--- src/rtl/sig_a_pkg.sv ---
// Shared types and defaults for the transmit end of the 3-bit sig_a link.
package sig_a_pkg;

    typedef logic [2:0] sym_t;

    localparam sym_t IDLE_CODE_DEFAULT = 3'b101;

    typedef enum logic {
        IDLE,
        SEND
    } tx_state_t;

endpackage

--- src/rtl/sig_a_if.sv ---
// Valid/ready symbol link between sig_a_tx (master) and child (slave).
interface sig_a_if;
    import sig_a_pkg::*;

    sym_t sig_a;
    logic sig_a_valid;
    logic sig_a_ready;

    modport master (
        output sig_a,
        output sig_a_valid,
        input  sig_a_ready
    );

    modport slave (
        input  sig_a,
        input  sig_a_valid,
        output sig_a_ready
    );

endinterface

--- src/rtl/sig_a_fifo.sv ---
// Small power-of-two symbol FIFO; occupancy is tracked explicitly so full/empty never alias.
module sig_a_fifo
    import sig_a_pkg::*;
#(
    parameter int DEPTH = 4
) (
    input  logic                     clk,
    input  logic                     rst_n,
    input  logic                     push,
    input  logic                     pop,
    input  logic                     flush,
    input  sym_t                     wr_data,
    output sym_t                     head,
    output logic [$clog2(DEPTH):0]   level,
    output logic                     full,
    output logic                     empty
);

    localparam int PW = $clog2(DEPTH);

    sym_t           mem [DEPTH];
    logic [PW-1:0]  wr_ptr;
    logic [PW-1:0]  rd_ptr;

    // Storage needs no reset: the head is only shown to child while level is nonzero.
    always_ff @(posedge clk) begin
        if (push && !flush) begin
            mem[wr_ptr] <= wr_data;
        end
    end

    always_ff @(posedge clk or negedge rst_n) begin
        if (!rst_n) begin
            wr_ptr <= '0;
            rd_ptr <= '0;
            level  <= '0;
        end else if (flush) begin
            wr_ptr <= '0;
            rd_ptr <= '0;
            level  <= '0;
        end else begin
            if (push) begin
                wr_ptr <= wr_ptr + 1'b1;
            end
            if (pop) begin
                rd_ptr <= rd_ptr + 1'b1;
            end
            if (push && !pop) begin
                level <= level + 1'b1;
            end else if (pop && !push) begin
                level <= level - 1'b1;
            end
        end
    end

    assign head  = mem[rd_ptr];
    assign full  = (level == (PW+1)'(DEPTH));
    assign empty = (level == '0);

endmodule

--- src/rtl/sig_a_tx.sv ---
// Transmit end of sig_a: buffers producer symbols and hands them to child, driving the
// idle code when nothing is pending and flagging a child that stalls too long.
module sig_a_tx
    import sig_a_pkg::*;
#(
    parameter int   DEPTH     = 4,
    parameter sym_t IDLE_CODE = IDLE_CODE_DEFAULT,
    parameter int   TIMEOUT   = 15
) (
    input  logic                     clk,
    input  logic                     rst_n,
    input  logic                     in_valid,
    output logic                     in_ready,
    input  sym_t                     in_data,
    input  logic                     flush,
    sig_a_if.master                  tx,
    output logic [$clog2(DEPTH):0]   level,
    output logic                     stall_err
);

    localparam int         LW        = $clog2(DEPTH) + 1;
    localparam logic [7:0] TIMEOUT_C = 8'(TIMEOUT);

    tx_state_t  state;
    tx_state_t  state_next;
    logic [7:0] stall_cnt;
    logic [7:0] cnt_next;
    logic       err_next;
    logic       push;
    logic       pop;
    logic       full;
    logic       empty;
    sym_t       head;

    // in_ready depends only on registered occupancy, never on sig_a_ready.
    assign in_ready = !full;
    assign push     = in_valid & in_ready;
    assign pop      = tx.sig_a_valid & tx.sig_a_ready;

    sig_a_fifo #(
        .DEPTH   (DEPTH)
    ) u_fifo (
        .clk     (clk),
        .rst_n   (rst_n),
        .push    (push),
        .pop     (pop),
        .flush   (flush),
        .wr_data (in_data),
        .head    (head),
        .level   (level),
        .full    (full),
        .empty   (empty)
    );

    always_ff @(posedge clk or negedge rst_n) begin
        if (!rst_n) begin
            state     <= IDLE;
            stall_cnt <= '0;
            stall_err <= 1'b0;
        end else begin
            state     <= state_next;
            stall_cnt <= cnt_next;
            stall_err <= err_next;
        end
    end

    // The IDLE->SEND hop waits on registered level, giving one cycle from push to valid.
    always_comb begin
        state_next = state;
        cnt_next   = stall_cnt;
        err_next   = stall_err;
        if (flush) begin
            state_next = IDLE;
            cnt_next   = '0;
            err_next   = 1'b0;
        end else begin
            case (state)
                IDLE: begin
                    cnt_next = '0;
                    if (!empty) begin
                        state_next = SEND;
                    end
                end
                SEND: begin
                    if (pop) begin
                        cnt_next = '0;
                        if (level == LW'(1) && !push) begin
                            state_next = IDLE;
                        end
                    end else begin
                        if (stall_cnt < TIMEOUT_C) begin
                            cnt_next = stall_cnt + 8'd1;
                        end
                        if (cnt_next == TIMEOUT_C) begin
                            err_next = 1'b1;
                        end
                    end
                end
                default: begin
                    state_next = IDLE;
                    cnt_next   = '0;
                end
            endcase
        end
    end

    assign tx.sig_a_valid = (state == SEND);
    assign tx.sig_a       = (state == SEND) ? head : IDLE_CODE;

endmodule

--- src/flat_wrapper.sv ---
// flat-port wrapper written by rule: the top's interface ports become plain ports
module sig_a_tx_flat import sig_a_pkg::*;
#(
    parameter int   DEPTH     = 4,
    parameter sym_t IDLE_CODE = IDLE_CODE_DEFAULT,
    parameter int   TIMEOUT   = 15
)
  (clk, rst_n, in_valid, in_ready, in_data, flush, level, stall_err, tx_sig_a, tx_sig_a_valid, tx_sig_a_ready);
  sig_a_if tx_i ();
  input  logic clk;
  input  logic rst_n;
  input  logic in_valid;
  output logic in_ready;
  input  sym_t in_data;
  input  logic flush;
  output logic [$clog2(DEPTH):0] level;
  output logic stall_err;
  output wire logic [$bits(tx_i.sig_a)-1:0] tx_sig_a;
  output wire logic [$bits(tx_i.sig_a_valid)-1:0] tx_sig_a_valid;
  input wire logic [$bits(tx_i.sig_a_ready)-1:0] tx_sig_a_ready;
  assign tx_sig_a = tx_i.sig_a;
  assign tx_sig_a_valid = tx_i.sig_a_valid;
  assign tx_i.sig_a_ready = tx_sig_a_ready;
  sig_a_tx #(.DEPTH(DEPTH), .IDLE_CODE(IDLE_CODE), .TIMEOUT(TIMEOUT)) u_core (.clk(clk), .rst_n(rst_n), .in_valid(in_valid), .in_ready(in_ready), .in_data(in_data), .flush(flush), .tx(tx_i), .level(level), .stall_err(stall_err));
endmodule
--- config.mk ---
export PLATFORM = sky130hd
export DESIGN_NAME = sig_a_tx_flat
export DESIGN_NICKNAME = d
export VERILOG_FILES = /design/src/rtl/sig_a_pkg.sv /design/src/rtl/sig_a_if.sv /design/src/rtl/sig_a_fifo.sv /design/src/rtl/sig_a_tx.sv /design/src/flat_wrapper.sv
export SDC_FILE = /design/constraint.sdc
export NUM_CORES = 1
export LEC_CHECK = 0
export CAP_MARGIN = 10
export CORE_MARGIN = 2
export CORE_UTILIZATION = 40
export DETAILED_ROUTE_END_ITERATION = 6
export GPL_ROUTABILITY_DRIVEN = 0
export HOLD_SLACK_MARGIN = 0.12
export PLACE_DENSITY = 0.63
export SLEW_MARGIN = 30
export SYNTH_ARGS = -nofsm -noshare
export SYNTH_HDL_FRONTEND = slang
export SYNTH_HIERARCHICAL = 1
export SYNTH_SLANG_ARGS = --single-unit
export TNS_END_PERCENT = 20
--- constraint.sdc ---
create_clock -name clk -period 2.25 [get_ports clk]
set_input_delay 0.45 -clock clk [delete_from_list [all_inputs] [get_ports clk]]
set_output_delay 0.45 -clock clk [all_outputs]
set_load 0.02 [all_outputs]
==> flow_summary.ini <==
[logic_synthesis]
synth_async_sr_flop_share_pct = 58.6
syn-num-nets = 124
synth_area_sq_mm = 0.00142
synth.yosys.warnings = 6
number_of_synthesized_flops_with_an_enable_pin = 12
ys_dominant_reg_cell = sky130_fd_sc_hd__dfrtp_1
yosys-top-cells-area = sky130_fd_sc_hd__dfrtp_1 30%, sky130_fd_sc_hd__edfxtp_1 25%, sky130_fd_sc_hd__mux4_2 4.7%
synth_top_cell_by_area = sky130_fd_sc_hd__dfrtp_1
post_synth_inst_count = 110
synth_seq_cells = 29
synth.yosys.seq_area_share_pct = 55.2
yosys.area.top_type_share_pct = 29.9
postSynthAreaPerCell_sq_um = 12.9
synth_cell_types = 40

[die]
boundaryPins = 17
core_area_sq_mm = 0.00336
dieHeight_microns = 63.6
fp.dieW_microns = 63.6
fp_rows = 21
die_area_sq_mm = 0.00405
effective_utilization_at_floorplan_pct = 42.3

[detailed_routing]
top_layer = met4
dr.first_iter.drc_count = 60
routed_wirelength_microns = 2580
met3_wirelength_microns = 110
vias_per_cell = 4.97
drt-pass1-iter-count = 4
drtAntennaViolNets = 0
detail_route.wl_per_cell_microns = 14.1
detailed_route_drc_error_count = 0
detail_route.wirelength.met1_microns = 1140
via_count = 910
route.met2.wl_microns = 1300

[setup_path]
critical_path_class = reg -> out
critical_path.endpoint = tx_sig_a[2]
r2r_cells = 8
worst_reg2reg_path_endpoint = u_core/u_fifo/level[2]
setup.worst_path.start = u_core/u_fifo/rd_ptr[0]
cp-start-kind = flip-flop
crit_path_arrival_time_ps = 1680
crit_required_ps = 1800
rr_startpoint = u_core/u_fifo/level[0]
r2r_slack_ps = 200
crit_fanout = 4
worst_setup_path_end_kind = output port

[grt]
grt_max_degree = 18
overflow = 0
via_count_of_the_first_global_routing_pass = 983
grtUsageTotal_pct = 14.8
global_route_wire_length_before_repair_microns = 4530
antenna_found_initial = 0

[clocking]
post_cts.repair.setup_buffers = 0
cts_made_buffers = 5
h-tree-depth = 2
clock_insertion_delay_worst_skew_ps = 330
clk_root_buffer_cell = sky130_fd_sc_hd__clkbuf_4
clock-sinks = 29
cts.reportedPaths.clkPinSlew_ps = 100
clockBufferDepth = 2
ctsHoldBuffers = 0
tritoncts_clock_tree = built

[sta]
clock-skew-final_ps = 2.61
worstMarginPinSlew_ps = 336
setup_total_negative_slack_ps = 0
hold_violations = 0
layout_worst_path_cycle_share_pct = 94.7
rsz0062_at_grt = no
finalWorstPathRequiredPeriod_ps = 2130
holdWs_ps = 430
finalSetupViolCount = 0
achievable-frequency_mhz = 469
slew_headroom_pct = 77.4
timing_max_transition_violations_final = 0

[cells_and_area]
n_antenna_cell = 0
multi_input_area_sq_um = 587
synth_to_layout_area_growth_pct = 19.9
final_nets = 150
fill_cells = 329
ff_latch_area_sq_um = 787
utilization_pct = 50.7
post_route_cells_drive_above_1_share_pct = 22.6

[power_and_ir_drop]
power_density_mw_per_mm2 = 915
power_switching_uw = 542
internal_power_mw = 1.02
combPwrFrac_pct = 34.9
cellLeakagePower_nw = 0.713
seqPwrFrac_pct = 44.8
power.ir.vdd_worst_mv = 0.433
power.switching_fraction_pct = 34.7
share_clk_of_total_power_pct = 20.3

[outcome]
status = finished clean

[min_path]
hp-class = in -> async

[placement]
dp.final_hpwl_microns = 1880
port_buffers = 16

[run]
maxCapViolations = 0
-- cells in the mapped netlist (2+ instances only) --
library cell and count:
sky130_fd_sc_hd__a21oi_1 2, sky130_fd_sc_hd__and2_1 9, sky130_fd_sc_hd__dfrtp_1 17, sky130_fd_sc_hd__edfxtp_1 12, sky130_fd_sc_hd__ha_1 5, sky130_fd_sc_hd__inv_1 7, sky130_fd_sc_hd__mux2i_1 2, sky130_fd_sc_hd__mux4_2 3
sky130_fd_sc_hd__nand2_1 4, sky130_fd_sc_hd__nand3_1 2, sky130_fd_sc_hd__nor2_1 9, sky130_fd_sc_hd__nor2b_1 2, sky130_fd_sc_hd__nor3_1 4, sky130_fd_sc_hd__nor3b_1 2, sky130_fd_sc_hd__or2b_1 2, sky130_fd_sc_hd__xnor2_1 3
sky130_fd_sc_hd__xor2_1 2
-- stage by stage --
stage	std cells	instance area (sq um)	worst slack [ps]	power [mW]
2_1_floorplan	110	1420	166	1.07
3_3_place_gp	175	1660	-11.4	1.26
3_5_place_dp	175	1660	-96.8	1.28
4_1_cts	183	1720	0.167	1.59
5_1_grt	183	1710	58.7	1.66
6_report	183	1710	120	1.56
-- routing by layer --
metal  track usage [%]  vias up
li1                  -      430
met1              17.5      461
met2              24.6       14
met3              4.82        5
met4              6.52        0
met5                 0        -
-- worst max-delay path, cell delays in order (launching register included) --
cell	delay [ps]
sky130_fd_sc_hd__dfrtp_2	450
sky130_fd_sc_hd__mux4_2	510
sky130_fd_sc_hd__or2b_1	240
sky130_fd_sc_hd__buf_2	160
-- sequential cells by signal (all words and copies together), names as in the netlist --
register               flops
u_core/stall_cnt           8
u_core/u_fifo/mem         12
u_core/u_fifo/wr_ptr       2
u_core/u_fifo/rd_ptr       2
u_core/u_fifo/level        3
u_core/tx.sig_a_valid      1
u_core/stall_err           1
-- cells by family (layout without fill, tap and decap cells) --
| kind of cell | after synthesis | count (layout) | share of synthesized area (%) |
|---|---|---|---|
| and+or+nand+nor | 48 | 48 | 22.2 |
| DFF | 29 | 29 | 55.2 |
| buffers and inverters | 10 | 37 | 3.52 |
| adders and majority gates | 6 | 6 | 5.80 |
| AOI/OAI and AO/OA | 6 | 6 | 2.90 |
| xor gates and xnor gates | 6 | 6 | 4.22 |
| muxes | 5 | 5 | 6.16 |
-- power by group through the flow --
stage | combinational, mW | sequential, mW | clock, mW
3_3_place_gp | 0.559 | 0.704 | 0
4_1_cts | 0.564 | 0.699 | 0.327
6_report | 0.545 | 0.700 | 0.316
3_5_place_dp | 0.567 | 0.709 | 0
2_1_floorplan | 0.347 | 0.720 | 0
5_1_grt | 0.601 | 0.708 | 0.351
-- worst min path at each step --
stage	startpoint	to	slack [ps]	depth (start not counted)
after global routing	rst_n	u_core/stall_cnt[1]	440	2
after global placement	u_core/stall_cnt[6]	u_core/stall_cnt[6]	530	1
after CTS	rst_n	u_core/stall_cnt[2]	430	2
after detailed placement	u_core/stall_err	u_core/stall_err	530	2
final	rst_n	u_core/stall_cnt[1]	430	2
after floorplan	rst_n	u_core/stall_cnt[0]	150	0
-- cells in the final DEF (no fill, tap or decap), types with 3 or more instances in the layout --
| cell | count |
|---|---|
| sky130_fd_sc_hd__edfxtp_1 | 12 |
| sky130_fd_sc_hd__inv_1 | 7 |
| sky130_fd_sc_hd__ha_1 | 5 |
| sky130_fd_sc_hd__nand2_1 | 4 |
| sky130_fd_sc_hd__nor2_1 | 9 |
| sky130_fd_sc_hd__mux4_2 | 3 |
| sky130_fd_sc_hd__xnor2_1 | 3 |
| sky130_fd_sc_hd__dfrtp_1 | 16 |
| sky130_fd_sc_hd__clkdlybuf4s50_1 | 12 |
| sky130_fd_sc_hd__nor3_1 | 4 |
| sky130_fd_sc_hd__buf_4 | 6 |
| sky130_fd_sc_hd__and2_1 | 9 |
| sky130_fd_sc_hd__clkbuf_4 | 5 |
-- area by class of cell --
class,count,share of cell area (%)
Tap cell,46,3.37
Timing Repair Buffer,22,11.3
Multi-Input combinational cell,71,34.4
Sequential cell,29,46.1
Inverter,7,1.54
Clock inverter,3,1.03
Clock buffer,5,2.20
-- repair_timing --
action	4_1_cts	5_1_grt
gates resized for setup	9	4
hold endpoints to repair	0	0
setup endpoints to repair	3	4
Note: power is estimated with default switching activity, not from simulation.
